File: src/rtl/pad_input.sv
// Dance-pad input conditioning: per-channel synchronizer and debouncer,
// one-deep per-channel pending slots, fixed-priority arbiter and an event FIFO.
module pad_input #(
  parameter int unsigned DEBOUNCE_CYCLES = 500000,
  parameter int unsigned FIFO_DEPTH      = 4
) (
  input  logic       clk,
  input  logic       rst,
  input  logic [3:0] pad_raw,
  output logic [3:0] pad,
  output logic       evt_valid,
  input  logic       evt_ready,
  output logic [1:0] evt_pad,
  output logic       evt_press,
  output logic       overflow,
  input  logic       clr_overflow
);

  localparam int unsigned NUM_CH = 4;
  localparam int unsigned CNT_W  = $clog2(DEBOUNCE_CYCLES);
  localparam int unsigned PTR_W  = $clog2(FIFO_DEPTH);
  localparam int unsigned CNT_LAST_I = DEBOUNCE_CYCLES - 1;
  localparam logic [CNT_W-1:0] CNT_LAST = CNT_W'(CNT_LAST_I);
  localparam logic [PTR_W:0]   FIFO_FULL_CNT = (PTR_W+1)'(FIFO_DEPTH);

  typedef struct packed {
    logic [1:0] ch;
    logic       press;
  } evt_t;

  logic [NUM_CH-1:0] sync1;
  logic [NUM_CH-1:0] sync2;
  logic [CNT_W-1:0]  cnt [NUM_CH];
  logic [NUM_CH-1:0] chan_evt;
  logic [NUM_CH-1:0] pend_vld;
  logic [NUM_CH-1:0] pend_press;
  logic [NUM_CH-1:0] grant;
  logic [1:0]        grant_idx;
  logic              push;
  logic              pop;
  logic              full;
  logic              can_push;
  logic              lost;
  evt_t              mem [FIFO_DEPTH];
  evt_t              head;
  logic [PTR_W-1:0]  wr_ptr;
  logic [PTR_W-1:0]  rd_ptr;
  logic [PTR_W:0]    count;

  // Two-flop synchronizer; idle (released) level is 1
  always_ff @(posedge clk or posedge rst) begin
    if (rst) begin
      sync1 <= '1;
      sync2 <= '1;
    end else begin
      sync1 <= pad_raw;
      sync2 <= sync1;
    end
  end

  // Debounce: level follows the synchronized bit after DEBOUNCE_CYCLES differing cycles
  always_ff @(posedge clk or posedge rst) begin
    if (rst) begin
      pad      <= 4'b1111;
      chan_evt <= '0;
      for (int i = 0; i < NUM_CH; i++) cnt[i] <= '0;
    end else begin
      for (int i = 0; i < NUM_CH; i++) begin
        chan_evt[i] <= 1'b0;
        if (sync2[i] == pad[i]) begin
          cnt[i] <= '0;
        end else if (cnt[i] == CNT_LAST) begin
          pad[i]      <= sync2[i];
          cnt[i]      <= '0;
          chan_evt[i] <= 1'b1;
        end else begin
          cnt[i] <= cnt[i] + CNT_W'(1);
        end
      end
    end
  end

  assign pop      = evt_valid && evt_ready;
  assign full     = (count == FIFO_FULL_CNT);
  assign can_push = !full || pop;

  // Fixed-priority arbiter: lowest pending channel wins the single FIFO write slot
  always_comb begin
    grant     = '0;
    grant_idx = '0;
    push      = 1'b0;
    for (int i = 0; i < NUM_CH; i++) begin
      if (pend_vld[i] && !push && can_push) begin
        grant[i]  = 1'b1;
        grant_idx = 2'(i);
        push      = 1'b1;
      end
    end
  end

  // An event is lost when its channel slot is still occupied and not draining this cycle
  assign lost = |(chan_evt & pend_vld & ~grant);

  // Pending slots; pad already carries the new level when chan_evt is high
  always_ff @(posedge clk or posedge rst) begin
    if (rst) begin
      pend_vld   <= '0;
      pend_press <= '0;
    end else begin
      for (int i = 0; i < NUM_CH; i++) begin
        if (chan_evt[i]) begin
          pend_vld[i]   <= 1'b1;
          pend_press[i] <= ~pad[i];
        end else if (grant[i]) begin
          pend_vld[i] <= 1'b0;
        end
      end
    end
  end

  // Sticky overflow; a new loss outranks a clear in the same cycle
  always_ff @(posedge clk or posedge rst) begin
    if (rst) begin
      overflow <= 1'b0;
    end else if (lost) begin
      overflow <= 1'b1;
    end else if (clr_overflow) begin
      overflow <= 1'b0;
    end
  end

  // Event FIFO storage and pointers; depth is a power of two so pointers wrap naturally
  always_ff @(posedge clk or posedge rst) begin
    if (rst) begin
      wr_ptr <= '0;
      rd_ptr <= '0;
      count  <= '0;
      for (int i = 0; i < FIFO_DEPTH; i++) mem[i] <= '0;
    end else begin
      if (push) begin
        mem[wr_ptr] <= '{ch: grant_idx, press: pend_press[grant_idx]};
        wr_ptr      <= wr_ptr + PTR_W'(1);
      end
      if (pop) begin
        rd_ptr <= rd_ptr + PTR_W'(1);
      end
      case ({push, pop})
        2'b10:   count <= count + (PTR_W+1)'(1);
        2'b01:   count <= count - (PTR_W+1)'(1);
        default: count <= count;
      endcase
    end
  end

  assign head      = mem[rd_ptr];
  assign evt_valid = (count != '0);
  assign evt_pad   = head.ch;
  assign evt_press = head.press;

endmodule
File: config.mk
export PLATFORM = sky130hd
export DESIGN_NAME = pad_input
export DESIGN_NICKNAME = d
export VERILOG_FILES = /design/src/rtl/pad_input.sv
export SDC_FILE = /design/constraint.sdc
export NUM_CORES = 1
export LEC_CHECK = 0
export BUFFER_PORTS_ARGS = -buffer_cell sky130_fd_sc_hd__buf_2
export CORE_ASPECT_RATIO = 2
export CORE_UTILIZATION = 45
export DETAILED_ROUTE_END_ITERATION = 8
export PLACE_DENSITY_LB_ADDON = 0.05
export RECOVER_POWER = 100
export SLEW_MARGIN = 10
export SYNTH_ARGS = -nofsm -noshare
export SYNTH_HDL_FRONTEND = slang
export SYNTH_SLANG_ARGS = --single-unit
File: constraint.sdc
create_clock -name clk -period 7.2 [get_ports clk]
set_input_delay 0.36 -clock clk [delete_from_list [all_inputs] [get_ports clk]]
set_output_delay 0.36 -clock clk [all_outputs]
set_load 0.01 [all_outputs]
* After elaboration in Yosys (flattened, before gate mapping)
Cells that the tools add are included.
** Word-level totals
- Register bits :: 120
- Input bits :: 8
- Output and inout bits :: 9
** Cells by class
- $add $sub $neg :: 8
- Order comparisons :: 4
- Eq/ne operators :: 11
- Multiplexer cells :: 45
- Bitwise logic cells :: 13
- Reduce and logical (&&, ||, !) cells :: 26
** Operators by type and width (count)
- 19-bit two-way mux :: 8
- 19-bit by 1-bit adder with 19-bit output, second input constant :: 4
- 19-bit == test, second input constant :: 4
- 1-bit two-way mux :: 27
- 12-bit bitwise mux :: 1
- 2-bit nonzero test :: 6
- 1-bit logical AND :: 9
- 3-bit two-way mux :: 3
- 4-bit bitwise AND :: 2
- 1-bit NOT :: 8
- 2-bit AND reduction :: 4
- 3-bit binary-select mux with 2-bit select :: 1
- 3-bit demux with 2-bit select :: 1
- 3-bit greater-or-equal comparator, second input constant :: 2
- 2-bit NOT with 3-bit output :: 2
- 3-bit one-hot mux with 2 select lines :: 1
- 2-bit by 1-bit adder with 2-bit output, second input constant :: 2
- 1-bit == test :: 4
- 1-bit zero test :: 4
- 2-bit two-way mux :: 2
- 4-bit NOT :: 1
- 4-bit OR reduction :: 1
- 3-bit by 1-bit adder with 3-bit output, second input constant :: 1
- 3-bit == test, second input constant :: 1
- other kinds (8) :: 8

* Depth between registers and ports, before layout
- Depth in word-level cells :: 21
- Depth in mapped cells :: 10
- Mapped depth without buffers :: 9

* Worst setup path before layout
No wires, ideal clock.
- Path type :: register to register
- Start point :: register count[0]
- End point :: register count[2]
- Data arrival time :: 2.256 ns
- Required time :: 7.121 ns
- Slack :: 4.864 ns
- Stages on the path, launching flop included :: 10
- Cell sequence :: dfrtp_1 -> nor4b_2 -> a21oi_1 -> inv_1 -> ha_1 -> inv_1 -> fa_1 -> xor2_1 -> nor2_1 -> xor2_1
** On the way
- Word-level cells in the longest chain between the ends :: 19
** Ends and longest elaborated chain
- start: declaration :: RTL line 48 : logic [PTR_W:0] count;
- start signal: assignment :: RTL line 148 : 2'b10: count <= count + (PTR_W+1)'(1);
- start signal: assignment :: RTL line 149 : 2'b01: count <= count - (PTR_W+1)'(1);
- start signal: assignment :: RTL line 150 : default: count <= count;
- 3-bit == test or 3-bit nonzero test (tied branches) :: RTL line 84, 156
- 1-bit zero test or 1-bit logical AND (tied branches) :: RTL line 85, 83
- 1-bit logical OR :: RTL line 85 : assign can_push = !full || pop;
- 1-bit logical AND :: RTL line 93 : if (pend_vld[i] && !push && can_push) begin
- 1-bit two-way mux :: RTL line 93
- 1-bit zero test :: RTL line 93
- 1-bit logical AND (2 in a row) :: RTL line 93
- 1-bit two-way mux :: RTL line 93
- 1-bit zero test :: RTL line 93
- 1-bit logical AND (2 in a row) :: RTL line 93
- 1-bit two-way mux :: RTL line 93
- 1-bit zero test :: RTL line 93
- 1-bit logical AND (2 in a row) :: RTL line 93
- 1-bit two-way mux :: RTL line 93
- 2-bit by 1-bit == test with 1-bit output or 2-bit == test (tied branches) :: RTL line 147 : case ({push, pop})
- 3-bit one-hot mux with 2 select lines or 2-bit nonzero test (tied branches)
Several ways; a longest one is shown, not always the timed one.
A chain may end at the register's enable or synchronous reset.

* Final worst setup path
Ends and elaborated chain as after synthesis.

==> metrics.csv <==
stage,metric,value,unit
sta,worst relative slew slack,-0.488,
sta,Clock Skews,11.5,ps
setup_path,CP Capture Type,flip-flop,
synth,"Avg Cell Area, Syn",10.6,µm²
outcome,status,finished with violations,
sta,final count of pins violating max slew,63,
synth,Post-synth ARST share,1.00,
sta,setup ws final,3890,ps
routing,DR vias,4006,
routing,DR WL/cell,15.3,µm
pwr,pwr dens,270,nW/µm²
synth,sequential share of the synthesized area,0.525,
synth,most frequent cell after synthesis,dfrtp_1,
setup_path,worst path bufs/invs,2,
die,width of the die,81.9,µm
synth,most used flip-flop cell after synthesis,dfrtp_1,
die,Site Rows,58,
sta,period utilization,0.459,
synth,synth warn,0,
global_route,vias in the first global route,4169,
routing,DRT iter0 DRCs,198,
sta,Fmax,0.302,GHz
worst_hold_path,Worst Hold Launch,pad_raw[2],
cts,Inserted Clock Buffers,17,
synth,register bit total from synthesis,120,
synth,"area leader, netlist",dfrtp_1,
routing,routed wire length,11200,µm
setup_path,reg2reg setup slack,3890,ps
die,Die Area,13300,µm²
cells_and_area,ant diodes,0,
routing,number of routed nets with antenna violations,0,
global_route,Congestion Overflow GR,0,
setup_path,Reg2Reg Launch Point,count[0]$_DFFE_PP0P_,
setup_path,Critical Path AT,3630,ps
run,total of max-cap violations,3,
cells_and_area,Fill cells,1139,
cts,CTS tree,yes,
die,Initial Utilization,0.461,
place,worst slack at placement,4450,ps
outcome,violated checks,"max-capacitance violations, max-slew violations",
setup_path,Slowest cell on crit path,nor4b_1,
cells_and_area,final core occ,0.529,
place,I/O Buffers,16,
cts,clk sinks,120,
cells_and_area,NumNets Final,585,
sta,RSZ-0062 raised after global routing,no,
die,die height,162,µm
cts,CTS root buf,clkbuf_16,
synth,net count after synthesis,562,
global_route,largest net degree at the start of global routing,80,
synth,Commonest cells post-synth,"108 x dfrtp_1, 64 x nor2_1, 33 x nand2_1",
worst_hold_path,hold crit path type,in2reg,
pwr,Leak Pwr,2.76,nW
synth,synthesized area,5750,µm²
cts,setup bufs post-CTS,0,
setup_path,Worst Path Required,7520,ps
cts,clock insertion delay at the later pin of the skew report,410,ps
sta,actual slew at the worst max-slew pin,2210,ps
routing,DRC violations left,0,
place,HPWL after DPL,7830,µm
pwr,peak supply drop,204,µV
cts,H-tree depth,4,
setup_path,Reg2Reg Depth,9,
synth,Mapped Cells,544,
sta,final hold violation count,0,
worst_hold_path,Worst Hold Path EP,sync1[2]$_DFF_PP1_,
synth,synth unique cells,51,
place,GPL Wtd Cong,0.781,
cts,"Hold-fix buffers, CTS",0,
synth,Synth top area share,0.470,
cells_and_area,fraction of layout cells with a size suffix above 1,0.129,
die,num ports,17,
setup_path,cell family with most CP delay,simple AND/OR/NAND/NOR gates,
cells_and_area,area delta synth->final,14.7,%
setup_path,CP max FO,10,
sta,crit path time final,3310,ps
global_route,gr usage total,0.194,
global_route,initial antenna violation count,0,
worst_hold_path,Hold Path Stages,1,
sta,Setup TNS,0,ps
setup_path,Crit Path Class,reg2reg,
cts,post-CTS sizing,0,
routing,DRT Pass-1 Iters,4,
setup_path,"slowest stage delay, CP",1220,ps
cts,clock-pin transition on the worst setup and hold timing paths,50,ps
routing,Vias/cell,5.49,
setup_path,Worst setup SP type,flip-flop,
setup_path,Critical R2R Capture,count[2]$_DFFE_PP0P_,
synth,"EDFF count, synth",0,
die,core box area,12500,µm²
synth,synth top area cells,"dfrtp_1 47%, dfstp_2 5.5%, xnor2_1 4.6%",
pwr,Tot Pwr,0.00178,W
global_route,first-pass GRT wire length,19500,µm
cts,clk buf depth,2,
setup_path,critical path cell sequence,nor4b_1 > a21oi_1 > inv_1 > ha_1 > inv_1 > fa_1 > xor2_1 > nor2_1 > xor2_1,
sta,worst hold margin,55.4,ps
sta,Final setup viols,0,
==> state kept, by name (all words and copies together), names as in the netlist <==
signal / count
cnt: 76
mem: 12
chan_evt: 4
pad: 4
pend_press: 4
pend_vld: 4
sync1: 4
sync2: 4
count: 3
rd_ptr: 2
wr_ptr: 2
overflow: 1
==> cell usage in the layout, fill, tap and decap left out, types with 11 or more instances in the layout <==
cell type / count
dfrtp_1: 108
nor2_1: 64
nand2_1: 33
xnor2_1: 30
nand3_1: 28
xor2_1: 27
inv_1: 23
a21oi_1: 22
nand4_1: 21
o21ai_0: 17
clkbuf_16: 17
or3_1: 16
nor3_1: 16
mux2_2: 16
clkbuf_1: 12
or4_1: 11
==> power breakdown <==
part | leakage (nW) | internal [W] | total [W] | switching [W]
Combinational | 0.813 | 0.0000401 | 0.0000971 | 0.0000570
Sequential | 1.61 | 0.000700 | 0.000729 | 0.0000289
Clock | 0.333 | 0.000669 | 0.000954 | 0.000285
Total | 2.76 | 0.00141 | 0.00178 | 0.000371
==> layer usage <==
layer | global-route usage | wire length, µm
met1 | 0.218 | 4570
met2 | 0.332 | 6240
met3 | 0.0438 | 190
met4 | 0.0981 | 201
met5 | 0 | 0
==> through the flow <==
stage          area (µm²)  std cells
6_report             6600        730
5_1_grt              6600        730
4_1_cts              6640        730
3_5_place_dp         5970        698
3_3_place_gp         5970        698
2_1_floorplan        5750        544
==> cell type report <==
cell class              count  area [µm²]  share of cell area
well taps                 150         188              0.0284
clock inverters             7         160              0.0243
repair buffers             18        80.1              0.0121
clock buffers              25         515              0.0781
multi-input cells         386        2540               0.386
flip-flops and latches    120        3020               0.457
inverters                  24        91.3              0.0138
==> worst max-delay path by stage <==
| stage | start | endpoint | slack, ps | cells after the start |
|---|---|---|---|---|
| global route | count[0]$_DFFE_PP0P_ | count[2]$_DFFE_PP0P_ | 3600 | 9 |
| detailed placement | evt_ready | count[2]$_DFFE_PP0P_ | 4450 | 10 |
| finish | count[0]$_DFFE_PP0P_ | count[2]$_DFFE_PP0P_ | 3890 | 9 |
| CTS | count[0]$_DFFE_PP0P_ | count[2]$_DFFE_PP0P_ | 4430 | 9 |
| global placement | evt_ready | count[2]$_DFFE_PP0P_ | 4550 | 10 |
| floorplan | rst | chan_evt[0]$_DFF_PP0_ | 3670 | 1 |
==> cell families after synthesis <==
group                      Yosys count  share of synthesized area
adders and majority gates           10                     0.0231
DFF                                120                      0.525
AOI/OAI and AO/OA                   60                     0.0653
and+or+nand+nor                    235                      0.221
buffers and inverters               38                     0.0274
xor gates and xnor gates            57                     0.0868
muxes                               24                     0.0518
Note: power is estimated with default switching activity, not from simulation.
